<file path="config.mk">
export PLATFORM = sky130hd
export DESIGN_NAME = param_shadow_bank
export DESIGN_NICKNAME = d
export VERILOG_FILES = /design/src/rtl/param_shadow_bank.sv
export SDC_FILE = /design/constraint.sdc
export NUM_CORES = 1
export LEC_CHECK = 0
export CORE_ASPECT_RATIO = 1.25
export CORE_UTILIZATION = 45
export DETAILED_ROUTE_END_ITERATION = 12
export HOLD_SLACK_MARGIN = 0.02
export PLACE_DENSITY = 0.73
export SLEW_MARGIN = 20
export SYNTH_ARGS = -nofsm -noshare
export SYNTH_HDL_FRONTEND = slang
export SYNTH_SLANG_ARGS = --single-unit
</file>
<file path="constraint.sdc">
create_clock -name clk -period 5.05 [get_ports clk]
set_clock_uncertainty 0.05 [all_clocks]
set_input_delay 1.2625 -clock clk [delete_from_list [all_inputs] [get_ports clk]]
set_output_delay 1.2625 -clock clk [all_outputs]
set_load 0.02 [all_outputs]
</file>
<file path="src/rtl/param_shadow_bank.sv">
// Double-buffered parameter bank: writes land in a shadow copy, a commit copies it atomically to the active copy.
// Optional readback port enabled by PARAM_SHADOW_BANK_READBACK_EN.
module param_shadow_bank #(
    parameter int unsigned NUM = 4,
    parameter int unsigned DW  = 16,
    parameter int unsigned AW  = 4
) (
    input  logic              clk,
    input  logic              rst,
    input  logic              wr_valid,
    output logic              wr_ready,
    input  logic [AW-1:0]     wr_addr,
    input  logic [DW-1:0]     wr_data,
    input  logic              commit,
    output logic              commit_busy,
    output logic [NUM*DW-1:0] param_val,
    output logic              upd_valid,
    input  logic              upd_ack,
    output logic              err_addr
`ifdef PARAM_SHADOW_BANK_READBACK_EN
    ,
    input  logic [AW-1:0]     rd_addr,
    input  logic              rd_sel,
    output logic [DW-1:0]     rd_data
`endif
);

    localparam logic [1:0] IDLE   = 2'd0;
    localparam logic [1:0] APPLY  = 2'd1;
    localparam logic [1:0] NOTIFY = 2'd2;

    logic [1:0]    state;
    logic [1:0]    state_next;
    logic [DW-1:0] shadow [NUM];
    logic          wr_fire;
    logic          wr_in_range;

    assign wr_fire     = wr_valid & wr_ready;
    assign wr_in_range = (32'(wr_addr) < NUM);

    always_ff @(posedge clk or posedge rst) begin
        if (rst) state <= IDLE;
        else     state <= state_next;
    end

    always_comb begin
        state_next = state;
        case (state)
            IDLE:    if (commit)  state_next = APPLY;
            APPLY:                state_next = NOTIFY;
            NOTIFY:  if (upd_ack) state_next = IDLE;
            default:              state_next = IDLE;
        endcase
    end

    // Status flags are registered copies of the next state, so they carry no input-to-output path.
    always_ff @(posedge clk or posedge rst) begin
        if (rst) begin
            wr_ready    <= 1'b1;
            commit_busy <= 1'b0;
            upd_valid   <= 1'b0;
        end else begin
            wr_ready    <= (state_next == IDLE);
            commit_busy <= (state_next != IDLE);
            upd_valid   <= (state_next == NOTIFY);
        end
    end

    // Shadow write; out-of-range addresses complete the handshake but only raise the sticky error.
    always_ff @(posedge clk or posedge rst) begin
        if (rst) begin
            for (int unsigned k = 0; k < NUM; k++) shadow[k] <= '0;
            err_addr <= 1'b0;
        end else if (wr_fire) begin
            for (int unsigned k = 0; k < NUM; k++)
                if (wr_addr == AW'(k)) shadow[k] <= wr_data;
            if (!wr_in_range) err_addr <= 1'b1;
        end
    end

    always_ff @(posedge clk or posedge rst) begin
        if (rst) begin
            param_val <= '0;
        end else if (state == APPLY) begin
            for (int unsigned k = 0; k < NUM; k++) param_val[k*DW +: DW] <= shadow[k];
        end
    end

`ifdef PARAM_SHADOW_BANK_READBACK_EN
    logic [DW-1:0] rd_next;

    always_comb begin
        rd_next = '0;
        for (int unsigned k = 0; k < NUM; k++)
            if (rd_addr == AW'(k)) rd_next = rd_sel ? param_val[k*DW +: DW] : shadow[k];
    end

    always_ff @(posedge clk or posedge rst) begin
        if (rst) rd_data <= '0;
        else     rd_data <= rd_next;
    end
`endif

endmodule
</file>
==> results of run 1 <==
==> path summary, 6_finish.rpt <==
| check | from | to | slack (ns) | depth (start not counted) |
|---|---|---|---|---|
| max | wr_ready$_DFF_PP1_ | wr_ready | 2.19 | 1 |
| min reg2reg | err_addr$_DFFE_PP0P_ | err_addr$_DFFE_PP0P_ | 0.42 | 1 |
| max in group asynchronous | rst | wr_ready$_DFF_PP1_ | 2.78 | 3 |
| max reg2reg | state[0]$_DFF_PP0_ | commit_busy$_DFF_PP0_ | 3.11 | 3 |
| min | err_addr$_DFFE_PP0P_ | err_addr$_DFFE_PP0P_ | 0.42 | 1 |
| min in group asynchronous | rst | param_val[2]$_DFFE_PP0N_ | 1.33 | 2 |
==> cell usage after synthesis <==
cell type	instances
buf_12	1
dfrtp_1	133
nor2_1	2
or2_2	1
and3_4	1
and4bb_4	1
buf_6	3
o211ai_1	1
nand3b_4	2
buf_2	7
nand2_2	1
mux2_4	10
inv_1	1
dfstp_2	1
mux2_2	118
o21ai_0	2
nand2b_1	3
buf_8	1
nor3b_1	1
==> worst register-to-register path: stages, from the launching register on <==
cell	delay, ns
dfrtp_1	0.43
nand2b_4	0.68
o21ai_0	0.32
or2_2	0.35
==> cell type report <==
class                      count  share of cell area (%)
inverter                       1                   0.130
multi-input combinational    143                    24.1
clock buffer                  19                    6.74
timing repair buffer          94                    13.9
clock inverter                13                    2.66
sequential                   134                    49.9
tap                          135                    2.51
==> stage by stage <==
step / util (%) / setup slack (ns) / hold WS (ns) / instance area [um2] / power, mW
finish: 60.9 / 2.19 / 0.421 / 6720 / 4.41
global route: 60.9 / 2.15 / 0.450 / 6720 / 4.64
CTS: 60.9 / 2.16 / 0.424 / 6720 / 4.47
detailed placement: 55.2 / 1.97 / 0.401 / 6090 / 3.16
global placement: 55.2 / 2.02 / 0.407 / 6090 / 3.10
floorplan: - / 0.156 / 0.391 / 5070 / 2.55
==> kinds of logic (layout without fill, tap and decap cells) <==
kind of cell,after synthesis,in the layout,share of synthesized area [%]
compound gates,3,3,0.345
buf+inv,13,127,2.12
flops,134,134,66.1
mux,128,128,29.2
simple gates,12,12,2.25
==> sequential cells by signal, indices dropped and copies added (netlist names) <==
register / flops
param_val: 64
err_addr: 1
upd_valid: 1
wr_ready: 1
state: 2
commit_busy: 1
shadow: 64
==> layer usage <==
metal | vias up | track usage, %
li1 | 1227 | -
met1 | 1441 | 20.8
met2 | 84 | 28.3
met3 | 11 | 7.23
met4 | 0 | 7.00
met5 | - | 0
==> power by group <==
group / switching, mW / internal [mW]
registers: 0.218 / 1.51
logic: 0.586 / 0.803
clock network: 0.443 / 0.848
total: 1.25 / 3.16
==> impl_metrics.py, run 1 <==
metrics = {
    "final_layout": {
        "drive_gt1_share_pct": 42.3,
        "mostFrequentLayoutCell": "dfrtp_1",
        "syn_to_final_growth_pct": 32.4,
        "fin_nets": 416,
        "n_fill_cell": 858,
        "instances_no_fill": 539,
        "layout_common_cells": "133 x dfrtp_1, 118 x mux2_2, 92 x clkdlybuf4s50_1",
        "seqCellArea_um2": 3350,
        "insertedDiodeCount": 0,
        "multiInputGateArea_um2": 1620,
    },
    "place": {
        "placedCellCount": 507,
        "gp_congestion": 0.664,
        "io_buffers": 92,
        "dp_hpwl_um": 5680,
    },
    "floorplanning": {
        "dieWidth_um": 97.0,
        "core_um2": 11000,
        "initial_core_util_pct": 46.0,
        "dieArea_um2": 11700,
        "die_h_um": 121,
        "pin_count": 93,
        "placementRows": 43,
    },
    "critical_path": {
        "slowest_stage": "clkdlybuf4s50_1",
        "critPathKind": "reg -> out",
        "cpLargestDelayFamily": "buffers and inverters",
        "start_kind": "flip-flop",
        "slowest_delay_ns": 0.60,
        "cp_max_fo": 3,
        "crit_required_ns": 3.74,
        "cp.arrival_ns": 1.55,
        "end_kind": "output port",
        "crit_chain": "clkdlybuf4s50_1",
        "cp_num_buf_inv": 1,
    },
    "clocking": {
        "htreeDepth": 4,
        "cts_root_buf": "clkbuf_16",
        "cts_resized": 0,
        "cts_sinks": 134,
        "cts_setup_buffers": 0,
        "cts_buffer_depth": 2,
        "cts_buffers": 17,
        "cts_tree": "built",
        "clkTransAtPathRegs_ns": 0.05,
        "cts_hold_buf": 0,
        "clock_latency_ns": 0.41,
    },
    "sta": {
        "period_minus_slack_ns": 2.86,
        "fin_crit_sh_pct": 56.7,
        "maxSlewHeadroom_pct": 38.4,
        "worstMarginPinSlew_ns": 0.924,
        "finalHoldViolCount": 0,
        "max_freq_ghz": 0.349,
        "finalMaxSlewViolations": 0,
        "setup_viol": 0,
        "setup_tns_ns": 0,
        "rsz0062_at_grt": "false",
    },
    "yosys": {
        "ys_warn_count": 0,
        "yosys-top-cells-area": "dfrtp_1 66%, mux2_2 26%, mux2_4 3.0%",
        "ys_types": 19,
        "synth_fp_nets": 315,
        "yosys.area.top_type_share_pct": 65.6,
        "yosys.area.top_type": "dfrtp_1",
        "seq_area_frac_synth_pct": 66.1,
        "synth_area_um2": 5070,
        "synth_seq_cells": 134,
        "synth_cells": 290,
        "synth_area_per_cell_um2": 17.5,
    },
    "job": {
        "maxCapViolations": 0,
    },
    "pwr": {
        "pwr_density_cell_nw_per_um2": 656,
        "p_leak_nw": 3.10,
        "ir_drop_v": 0.000429,
    },
    "detailed_routing": {
        "drt-met1-wl_um": 3860,
        "initialDrtViolationCount": 91,
        "wl_met2_um": 4540,
        "highest_layer": "met4",
        "drcViolationCount": 0,
        "ant_nets": 0,
        "via_count": 2763,
        "via_per_inst": 5.13,
        "met3_wirelength_um": 632,
        "wl_per_cell_um": 17.0,
        "firstDrtPassIters": 4,
        "finalWirelength_um": 9150,
    },
    "grt": {
        "overflow": 0,
        "grt_max_degree": 87,
        "grt_pass1_wl_um": 15500,
        "grt_pass1_vias": 3057,
        "antenna_found_initial": 0,
        "grt_usage_pct": 17.5,
    },
    "status": {
        "status": "complete, no violations",
    },
    "min_path": {
        "hp-class": "reg -> reg",
    },
}
(Power assumes the default switching activity.)
==> run 2: changes to the inputs <==
--- a/config.mk
+++ b/config.mk
@@ -9,7 +9,7 @@
 export CORE_UTILIZATION = 45
 export DETAILED_ROUTE_END_ITERATION = 12
 export HOLD_SLACK_MARGIN = 0.02
-export PLACE_DENSITY = 0.73
+export PLACE_DENSITY = 0.7
 export SLEW_MARGIN = 20
 export SYNTH_ARGS = -nofsm -noshare
 export SYNTH_HDL_FRONTEND = slang
==> constraint.sdc (replaced) <==
create_clock -name clk -period 2.7 [get_ports clk]
set_clock_uncertainty 0.05 [all_clocks]
set_input_delay 0.675 -clock clk [delete_from_list [all_inputs] [get_ports clk]]
set_output_delay 0.675 -clock clk [all_outputs]
set_load 0.02 [all_outputs]
==> run 2 against run 1 <==
Sequential power grew 87%; critical endpoint unchanged; first-iteration DRC count grew 4.4%; final cell count is the same; critical path depth is the same; critical path type unchanged; largest cell class unchanged; largest power group unchanged; power grew 83%.
==> impl_metrics.py, run 2 (synthesis gave the netlist of run 1 again) <==
metrics = {
    "clocking": {
        "cts_sinks": 134,
        "cts_buffer_depth": 2,
        "htreeDepth": 4,
        "cts_tree": "built",
        "cts_buffers": 17,
        "clkTransAtPathRegs_ns": 0.05,
        "clock_latency_ns": 0.41,
        "cts_resized": 0,
        "cts_root_buf": "clkbuf_16",
        "cts_hold_buf": 0,
        "cts_setup_buffers": 0,
    },
    "detailed_routing": {
        "drcViolationCount": 0,
        "initialDrtViolationCount": 95,
        "via_per_inst": 5.13,
        "wl_per_cell_um": 16.8,
        "via_count": 2763,
        "finalWirelength_um": 9080,
        "firstDrtPassIters": 4,
        "ant_nets": 0,
    },
    "pwr": {
        "pwr_density_cell_nw_per_um2": 1200,
        "total_power_mw": 8.06,
        "p_comb_share_pct": 32.6,
        "switching_share_pct": 28.5,
        "p_int_mw": 5.76,
        "seqPwrFrac_pct": 40.1,
        "p_leak_nw": 3.09,
        "pwr-share-clk_pct": 27.4,
        "ir_drop_v": 0.000657,
        "p_switching_mw": 2.30,
    },
    "place": {
        "io_buffers": 92,
        "gp_congestion": 0.673,
        "dp_hpwl_um": 5670,
    },
    "critical_path": {
        "end_kind": "output port",
        "start_kind": "flip-flop",
        "crit_required_ns": 1.98,
        "critPathKind": "reg -> out",
        "cp.arrival_ns": 1.57,
        "slowest_delay_ns": 0.61,
        "cpLargestDelayFamily": "buffers and inverters",
        "cp_num_buf_inv": 1,
        "crit_chain": "clkdlybuf4s50_1",
        "slowest_stage": "clkdlybuf4s50_1",
        "cp_max_fo": 3,
    },
    "floorplanning": {
        "placementRows": 43,
        "dieWidth_um": 97.0,
        "pin_count": 93,
        "die_h_um": 121,
        "initial_core_util_pct": 46.0,
        "dieArea_um2": 11700,
        "core_um2": 11000,
    },
    "status": {
        "status": "complete, no violations",
    },
    "sta": {
        "period_minus_slack_ns": 2.29,
        "finalHoldViolCount": 0,
        "fin_crit_sh_pct": 84.9,
        "worstMarginPinSlew_ns": 0.589,
        "max_freq_ghz": 0.436,
        "finalMaxSlewViolations": 0,
        "setup_viol": 0,
        "maxSlewHeadroom_pct": 60.7,
        "setup_tns_ns": 0,
        "rsz0062_at_grt": "false",
    },
    "grt": {
        "grt_max_degree": 112,
        "grt_usage_pct": 17.0,
        "grt.met3_usage_pct": 6.65,
        "grt_pass1_vias": 2919,
        "antenna_found_initial": 0,
        "use_met2_pct": 26.8,
        "gr-max-usage-layer": "met2",
        "grt_use_met1_pct": 21.2,
        "overflow": 0,
        "grt_pass1_wl_um": 15000,
    },
    "final_layout": {
        "drive_gt1_share_pct": 42.1,
        "fin_nets": 418,
        "largestRegisters": "param_val: 64 flops, shadow: 64 flops, state: 2 flops",
        "insertedDiodeCount": 0,
        "layout_common_cells": "133 x dfrtp_1, 118 x mux2_2, 92 x clkdlybuf4s50_1",
        "syn_to_final_growth_pct": 32.3,
        "seqCellArea_um2": 3350,
        "mostFrequentLayoutCell": "dfrtp_1",
        "n_fill_cell": 839,
        "multiInputGateArea_um2": 1620,
    },
    "job": {
        "maxCapViolations": 0,
    },
    "min_path": {
        "hp-class": "reg -> reg",
    },
}
run 2: cell type report:
type / instances / area share (%)
Timing Repair Buffer: 96 / 14.7
Clock buffer: 21 / 7.01
Clock inverter: 9 / 1.53
Tap cell: 135 / 2.52
Multi-Input combinational cell: 143 / 24.1
Sequential cell: 134 / 50.0
Inverter: 1 / 0.112
run 2: worst reg2reg max path, stage by stage, from the launching register on:
cell	delay [ns]
dfstp_2	0.55
and4bb_4	0.30
and3_4	0.41
mux2_2	0.38
run 2: per-layer routing:
metal  part of all wire, %  wire [um]
met3                   5.2        476
met2                    49       4470
met4                   1.5        139
met1                    44       4000
met5                     0          0
run 2: path summary, 6_finish.rpt:
path / start / to / slack (ns) / depth (start not counted)
max: wr_ready$_DFF_PP1_ / wr_ready / 0.41 / 1
min: err_addr$_DFFE_PP0P_ / err_addr$_DFFE_PP0P_ / 0.42 / 1
max reg2reg: wr_ready$_DFF_PP1_ / shadow[13]$_DFFE_PP0P_ / 0.90 / 3
min reg2reg: err_addr$_DFFE_PP0P_ / err_addr$_DFFE_PP0P_ / 0.42 / 1
max in group asynchronous: rst / param_val[30]$_DFFE_PP0N_ / 1.41 / 3
min in group asynchronous: rst / shadow[49]$_DFFE_PP0P_ / 0.67 / 3
run 2: power by group through the flow:
stage,combinational (mW),sequential [mW],clock (mW)
2_1_floorplan,1.11,3.66,0
4_1_cts,2.67,3.24,2.26
6_report,2.63,3.23,2.20
3_5_place_dp,2.66,3.27,0
3_3_place_gp,2.60,3.24,0
5_1_grt,2.80,3.33,2.35
run 2: stage by stage:
step                worst slack [ns]  cells  utilization, %  cell area (um2)  hold WS (ns)
finish                         0.409    539            60.8             6710         0.417
global route                   0.371    539            60.8             6710         0.451
CTS                            0.385    539            60.8             6710         0.424
detailed placement             0.207    509            55.6             6140         0.402
global placement               0.254    509            55.6             6140         0.403
floorplan                      0.311    290               -             5080         0.391
